<file path="config.mk">
export PLATFORM = sky130hd
export DESIGN_NAME = uart_alu_intf
export DESIGN_NICKNAME = d
export VERILOG_FILES = /design/src/rtl/uart_pkg.sv /design/src/rtl/uart_alu_intf.sv
export SDC_FILE = /design/constraint.sdc
export NUM_CORES = 1
export LEC_CHECK = 0
export CORE_MARGIN = 1.5
export CORE_UTILIZATION = 41
export DETAILED_ROUTE_END_ITERATION = 7
export GPL_ROUTABILITY_DRIVEN = 0
export GPL_TIMING_DRIVEN = 0
export PLACE_DENSITY = 0.83
export SYNTH_ARGS = -nofsm -noshare
export SYNTH_HDL_FRONTEND = slang
export SYNTH_SLANG_ARGS = --single-unit
</file>
<file path="constraint.sdc">
create_clock -name i_clk -period 2.06 [get_ports i_clk]
set_clock_uncertainty 0.2 [all_clocks]
set_input_delay 0.206 -clock i_clk [delete_from_list [all_inputs] [get_ports i_clk]]
set_output_delay 0.206 -clock i_clk [all_outputs]
set_load 0.02 [all_outputs]
</file>
<file path="src/rtl/uart_pkg.sv">
// -----------------------------------------------------------------------------
// uart_pkg
//   Shared definitions for the UART <-> ALU controller and the ALU itself:
//   default data/opcode widths, the 3-bit controller state encodings and the
//   ALU opcode values.
//   No ports (package).
// -----------------------------------------------------------------------------
package uart_pkg;

   // Default widths
   localparam int NB_DATA_DEF = 8;
   localparam int NB_OP_DEF   = 6;

   // Controller state encodings
   localparam logic [2:0] ST_WAIT_A  = 3'd0;
   localparam logic [2:0] ST_WAIT_B  = 3'd1;
   localparam logic [2:0] ST_WAIT_OP = 3'd2;
   localparam logic [2:0] ST_EXEC    = 3'd3;
   localparam logic [2:0] ST_SEND    = 3'd4;
   localparam logic [2:0] ST_WAIT_TX = 3'd5;

   typedef enum logic [2:0] {
      WAIT_A  = ST_WAIT_A,
      WAIT_B  = ST_WAIT_B,
      WAIT_OP = ST_WAIT_OP,
      EXEC    = ST_EXEC,
      SEND    = ST_SEND,
      WAIT_TX = ST_WAIT_TX
   } state_t;

   // Opcodes understood by the ALU
   localparam logic [5:0] OP_ADD = 6'b100000;
   localparam logic [5:0] OP_SUB = 6'b100010;
   localparam logic [5:0] OP_AND = 6'b100100;
   localparam logic [5:0] OP_OR  = 6'b100101;
   localparam logic [5:0] OP_XOR = 6'b100110;
   localparam logic [5:0] OP_SRA = 6'b000011;
   localparam logic [5:0] OP_SRL = 6'b000010;
   localparam logic [5:0] OP_NOR = 6'b100111;

endpackage

</file>
<file path="src/rtl/uart_alu_intf.sv">
// -----------------------------------------------------------------------------
// uart_alu_intf
//   Controller between the UART receiver/transmitter and the ALU. Collects
//   three received bytes (operand A, operand B, opcode), presents them to the
//   ALU, captures the ALU result and launches one UART transmission of it.
//
//   Optional feature: define UART_INTF_TIMEOUT_EN to abort a partial frame
//   after TIMEOUT_CYCLES idle cycles in WAIT_B/WAIT_OP. Without it the
//   controller waits forever and o_timeout is tied low.
//
// Ports
//   i_clk         clock
//   i_reset       synchronous, active-high reset
//   i_rx_done     one-cycle pulse, byte valid on i_rx_data
//   i_rx_data     received byte
//   i_tx_done     one-cycle pulse, TX finished the current byte
//   i_alu_result  combinational ALU result
//   o_alu_data_a  registered operand A
//   o_alu_data_b  registered operand B
//   o_alu_op      registered opcode (low NB_OP bits of the opcode byte)
//   o_tx_start    one-cycle pulse, start transmission of o_tx_data
//   o_tx_data     registered result byte
//   o_busy        high in EXEC, SEND and WAIT_TX
//   o_overrun     one-cycle pulse, a byte arrived while busy and was dropped
//   o_timeout     one-cycle pulse, a partial frame was aborted
// -----------------------------------------------------------------------------
module uart_alu_intf
   import uart_pkg::*;
#(
   parameter int NB_DATA        = NB_DATA_DEF,
   parameter int NB_OP          = NB_OP_DEF,
   parameter int TIMEOUT_CYCLES = 1000000
) (
   input  logic               i_clk,
   input  logic               i_reset,
   input  logic               i_rx_done,
   input  logic [NB_DATA-1:0] i_rx_data,
   input  logic               i_tx_done,
   input  logic [NB_DATA-1:0] i_alu_result,
   output logic [NB_DATA-1:0] o_alu_data_a,
   output logic [NB_DATA-1:0] o_alu_data_b,
   output logic [NB_OP-1:0]   o_alu_op,
   output logic               o_tx_start,
   output logic [NB_DATA-1:0] o_tx_data,
   output logic               o_busy,
   output logic               o_overrun,
   output logic               o_timeout
);

   state_t             state_reg,    state_next;
   logic [NB_DATA-1:0] data_a_reg,   data_a_next;
   logic [NB_DATA-1:0] data_b_reg,   data_b_next;
   logic [NB_OP-1:0]   op_reg,       op_next;
   logic [NB_DATA-1:0] tx_data_reg,  tx_data_next;
   logic               tx_start_reg, tx_start_next;
   logic               overrun_reg,  overrun_next;
   logic               timeout_reg,  timeout_next;

`ifdef UART_INTF_TIMEOUT_EN
   localparam int CNT_W = (TIMEOUT_CYCLES > 2) ? $clog2(TIMEOUT_CYCLES) : 1;
   localparam logic [CNT_W-1:0] CNT_LAST = CNT_W'(TIMEOUT_CYCLES - 1);

   logic [CNT_W-1:0] cnt_reg, cnt_next;
   logic             cnt_expired;

   assign cnt_expired = (cnt_reg == CNT_LAST);
`endif

   // Next-state and output logic
   always_comb begin
      state_next    = state_reg;
      data_a_next   = data_a_reg;
      data_b_next   = data_b_reg;
      op_next       = op_reg;
      tx_data_next  = tx_data_reg;
      tx_start_next = 1'b0;
      overrun_next  = 1'b0;
      timeout_next  = 1'b0;
`ifdef UART_INTF_TIMEOUT_EN
      cnt_next      = '0;
`endif

      case (state_reg)
         WAIT_A: begin
            if (i_rx_done) begin
               data_a_next = i_rx_data;
               state_next  = WAIT_B;
            end
         end

         WAIT_B: begin
            if (i_rx_done) begin
               data_b_next = i_rx_data;
               state_next  = WAIT_OP;
            end
`ifdef UART_INTF_TIMEOUT_EN
            // An arriving byte wins over an expiring counter.
            else if (cnt_expired) begin
               state_next   = WAIT_A;
               timeout_next = 1'b1;
            end else begin
               cnt_next = cnt_reg + 1'b1;
            end
`endif
         end

         WAIT_OP: begin
            if (i_rx_done) begin
               op_next    = i_rx_data[NB_OP-1:0];
               state_next = EXEC;
            end
`ifdef UART_INTF_TIMEOUT_EN
            else if (cnt_expired) begin
               state_next   = WAIT_A;
               timeout_next = 1'b1;
            end else begin
               cnt_next = cnt_reg + 1'b1;
            end
`endif
         end

         EXEC: begin
            // Operands were registered last cycle, so the ALU output is
            // settled now. The start pulse is registered and lands in SEND.
            tx_data_next  = i_alu_result;
            tx_start_next = 1'b1;
            overrun_next  = i_rx_done;
            state_next    = SEND;
         end

         SEND: begin
            overrun_next = i_rx_done;
            state_next   = WAIT_TX;
         end

         WAIT_TX: begin
            overrun_next = i_rx_done;
            if (i_tx_done) begin
               state_next = WAIT_A;
            end
         end

         default: begin
            state_next = WAIT_A;
         end
      endcase
   end

   always_ff @(posedge i_clk) begin
      if (i_reset) begin
         state_reg    <= WAIT_A;
         data_a_reg   <= '0;
         data_b_reg   <= '0;
         op_reg       <= '0;
         tx_data_reg  <= '0;
         tx_start_reg <= 1'b0;
         overrun_reg  <= 1'b0;
         timeout_reg  <= 1'b0;
      end else begin
         state_reg    <= state_next;
         data_a_reg   <= data_a_next;
         data_b_reg   <= data_b_next;
         op_reg       <= op_next;
         tx_data_reg  <= tx_data_next;
         tx_start_reg <= tx_start_next;
         overrun_reg  <= overrun_next;
         timeout_reg  <= timeout_next;
      end
   end

`ifdef UART_INTF_TIMEOUT_EN
   always_ff @(posedge i_clk) begin
      if (i_reset) begin
         cnt_reg <= '0;
      end else begin
         cnt_reg <= cnt_next;
      end
   end
`endif

   assign o_alu_data_a = data_a_reg;
   assign o_alu_data_b = data_b_reg;
   assign o_alu_op     = op_reg;
   assign o_tx_data    = tx_data_reg;
   assign o_tx_start   = tx_start_reg;
   assign o_overrun    = overrun_reg;
`ifdef UART_INTF_TIMEOUT_EN
   assign o_timeout    = timeout_reg;
`else
   assign o_timeout    = 1'b0;
`endif
   assign o_busy       = (state_reg == EXEC) || (state_reg == SEND) ||
                         (state_reg == WAIT_TX);

endmodule
</file>
Word-level counts from Yosys, hierarchy flattened:

Index checks and enable logic that the tools add are counted.

* reduce and logical (&&, ||, !) cells: 9
* magnitude comparators: 0
* $mul: 0
* div/mod/pow operators: 0
* equal/unequal tests: 9
* add/subtract/negate cells: 0
* shift-type cells: 0
* muxes and demuxes: 6
* bitwise logic cells: 1

Operators by type and width (count)
* $pmux W3 S6: 1
* $mux W3: 4
* $ne A2 B2 Y1 const B: 4
* $eq A3 B2 Y1 const B: 2
* $eq A3 B3 Y1 const B: 2
* $reduce_and A2 Y1: 3
* $reduce_and A4 Y1: 1
* $eq A3 B1 Y1 const B: 1
* $logic_not A3 Y1: 1
* $reduce_or A3 Y1: 1
* $logic_or A1 B1 Y1: 2
* $reduce_or A2 Y1: 1
* $mux W1: 1
* $not A1 Y1: 1

* memory bits (read-only): 0
* logic and storage cells: 32
* input bits: 20
* latch bits: 0
* register bits: 35
* memories: 0
* bits in writable memories: 0

Logic depth before layout (Yosys ltp):

* depth in word-level cells: 4
* gate-level depth with buffers: 5
* depth with buffers taken out: 3

Least setup slack after synthesis:

OpenSTA, ideal clock, no wires.

* path kind: reg2reg
* from: register state_reg[2]
* to: register overrun_reg, in the netlist o_overrun
* arrival: 1280 ps
* cell stages (with the launch flop): 4
* setup slack: 518 ps
* data required time: 1798 ps
* cells stage by stage: dfxtp_1 > inv_1 > o21ai_0 > and3b_1

* longest elaborated chain between the ends: 4
* elaborated cells on any way between the ends: 6

Ends and longest elaborated chain
* start: declaration: line uart_alu_intf.sv:50 `state_t state_reg, state_next;`
* start signal: assignment: line uart_alu_intf.sv:160 `state_reg <= state_next;`
* $eq A3 B2 Y1 / $eq A3 B3 Y1 (equally long branches): line uart_alu_intf.sv:83 `case (state_reg)`
* $reduce_or A3 Y1 (no source line) (*)
* $not A1 Y1 (no source line) (*)
* $reduce_or A2 Y1 (no source line) (*)
* end signal: assignment: line uart_alu_intf.sv:166 `overrun_reg <= overrun_next;`
* end: declaration: line uart_alu_intf.sv:56 `logic overrun_reg, overrun_next;`

Every way passes the cells marked *; elsewhere a longest branch is shown, timed or not.
A chain may end at the register's enable or synchronous reset.

Worst setup path after layout:

* from: register state_reg[1]
* to: output o_busy

* longest elaborated chain between the ends: 3
* elaborated cells on any way between the ends: 5

Ends and longest elaborated chain
* $eq A3 B2 Y1 / $eq A3 B3 Y1 (equally long branches): line uart_alu_intf.sv:192 `assign o_busy = (state_reg == EXEC) || (state_reg == SEND) ||`
* $logic_or A1 B1 Y1: line uart_alu_intf.sv:192
* $logic_or A1 B1 Y1 (*): line uart_alu_intf.sv:192
* end: declaration: line uart_alu_intf.sv:45 `output logic o_busy,`

Marks and branches as above.

==> out/metrics.yaml <==
setup_path:
  start_kind: "flip-flop"
  worst_r2r_path_depth: 5
  critPathKind: "flip-flop to output port"
  reg2reg_to: "o_alu_data_a[1]$_SDFFE_PP0P_"
  cp_max_fo: 10
  reg2reg_from: "state_reg[1]$_SDFFE_PP0P_"
  cp-startpoint: "state_reg[1]$_SDFFE_PP0P_"
  cp-end-kind: "output port"
  cp_data_required_time_ns: 1.65
  reg2reg_slack_ns: 0.46
  worstPathArrival_ns: 1.46
detailed_routing:
  drtAntennaViolNets: 0
  first_iter_violations: 16
  wl_per_cell_um: 13.1
  drt_wl_total_um: 3120
  drtPass1Iterations: 4
  vias: 1134
  drc: 0
  viasPerCell: 4.78
synth:
  yosysWarnings: 0
  post_synth_main_area_contributors: "dfxtp_1, mux2i_1, nor2_1"
  syn_nets: 153
  synth_top_cell_by_area: "dfxtp_1"
  avgSynthCellArea_sq_um: 9.88
  syn_inst: 133
  ys_seq_area_frac: 0.533
  synth_seq_cells: 35
  syn_area_sq_um: 1310
  synth_top_cell_area_share: 0.533
  ys_types: 23
layout:
  final_cell_mix: "clkdlybuf4s50_1, dfxtp_1, nor2_1, mux2i_1, nand2_1"
  num_antenna_cells: 0
  fin_util: 0.645
  final_common_cell: "clkdlybuf4s50_1"
  nFillCells: 279
  final_nets: 212
  drive_above_1_share: 0.0933
  area_delta_synth_final_pct: 50.0
floorplanning:
  die_x_um: 59.6
  io_pins: 54
  die_area_sq_um: 3550
  rows: 20
  core_sq_um: 3050
  die_h_um: 59.6
  start_util: 0.430
clock_network:
  postCtsSetupBuffers: 0
  clockBufferDepth: 2
  cts_buffers: 5
  cts_root_buf: "clkbuf_4"
  clk_pin_slew_ns: 0.12
  numClockSinks: 35
  clock_latency_ns: 0.34
  h-tree-depth: 2
  cts_tree: "done"
placement:
  io_buffers: 51
  dp_hpwl_um: 2310
grt:
  grtUsageTotal: 0.189
  antenna_found_initial: 0
  grt_max_degree: 13
  globalRouteOverflowTotal: 0
  grt_first_pass_wirelength_um: 4930
  grt_pass1_vias: 1138
power:
  ir_drop_mv: 0.503
  power_mw: 1.44
  p_per_area_nw_per_um2: 729
  p_leak_nw: 0.795
run_status:
  outcome: "finished, final reports clean"
timing:
  report.final.slew_viol_count: 0
  hold_viol_final: 0
  setup_viol: 0
  period_share: 0.908
  fmax_ghz: 0.535
  setup_tns_ns: 0
  rsz0062_at_grt: "false"
  fin_crit_ns: 1.87
  worst_hold_slack_ns: 0.240
hold_path:
  hold_path_end: "o_alu_data_a[6]$_SDFFE_PP0P_"
  worstHoldPathCells: 3
  hold_path_startpoint: "i_rx_data[6]"
  hold_path.class: "input pin to flip-flop"
job:
  drv_cap: 0
cells in the mapped netlist:
master,instances
inv_2,1
a211oi_1,1
nand3_1,1
conb_1,1
o21ai_0,1
inv_1,1
buf_2,3
or4b_1,1
nand2_1,17
buf_4,3
a21oi_1,9
or4_1,1
a211o_1,1
clkbuf_1,4
nor4b_4,1
and3b_1,1
dfxtp_1,35
buf_6,1
mux2i_1,22
nand3b_1,2
and4bb_1,2
nor2_1,23
a31oi_1,1
per-layer routing:
layer / track usage / part of all wire / up-vias
met3: 0.0939 / 0.092 / 7
met1: 0.200 / 0.42 / 515
met2: 0.333 / 0.48 / 52
met5: 0 / 0 / -
met4: 0.0476 / 0.012 / 0
li1: - / - / 560
how the worst max path moves through the flow:
stage	endpoint	slack, ns	cells after the start
2_1_floorplan	o_overrun$_SDFF_PP0_	0.52	3
5_1_grt	o_busy	0.07	4
3_5_place_dp	o_alu_data_a[4]$_SDFFE_PP0P_	0.15	5
3_3_place_gp	o_alu_data_a[4]$_SDFFE_PP0P_	0.20	5
4_1_cts	o_busy	0.18	4
6_report	o_busy	0.19	4
area by class of cell:
| cell class | instances | area, sq um | share of cell area |
|---|---|---|---|
| clock buffer | 5 | 37.5 | 0.0190 |
| tap | 44 | 55.1 | 0.0279 |
| inverter | 2 | 7.51 | 0.00381 |
| clock inverter | 3 | 43.8 | 0.0222 |
| multi-input combinational | 85 | 542 | 0.275 |
| sequential | 35 | 702 | 0.356 |
| timing repair buffer | 52 | 519 | 0.263 |
| buffer | 11 | 63.8 | 0.0324 |
power breakdown:
group / total, mW / internal (mW) / leakage, nW / switching (mW)
combinational: 0.218 / 0.111 / 0.465 / 0.107
sequential: 0.716 / 0.702 / 0.285 / 0.0133
clock: 0.503 / 0.255 / 0.0452 / 0.247
cell families after synthesis:
logic type / synth area share
AOI/OAI and AO/OA: 0.0552
buffers and inverters: 0.0543
DFF: 0.533
muxes: 0.168
other: 0.00285
and+or+nand+nor: 0.187
through the flow:
stage	area, sq um	setup slack [ns]	std cells
global route	1970	0.0696	237
floorplan	1310	0.518	133
global placement	1880	0.201	228
finish	1970	0.189	237
detailed placement	1880	0.152	228
CTS	1970	0.183	237
repair_timing:
item	CTS	global route
resized for setup	2	0
setup endpoints to repair	1	0
endpoints found under the hold margin	1	0
hold buffers	1	0
worst max-delay path, stage by stage, from the launching register on:
cell	delay [ns]
dfxtp_1	0.33
buf_2	0.20
nand3b_1	0.12
o21ai_0	0.11
dlygate4sd2_1	0.36
Note: power is estimated with default switching activity, not from simulation.
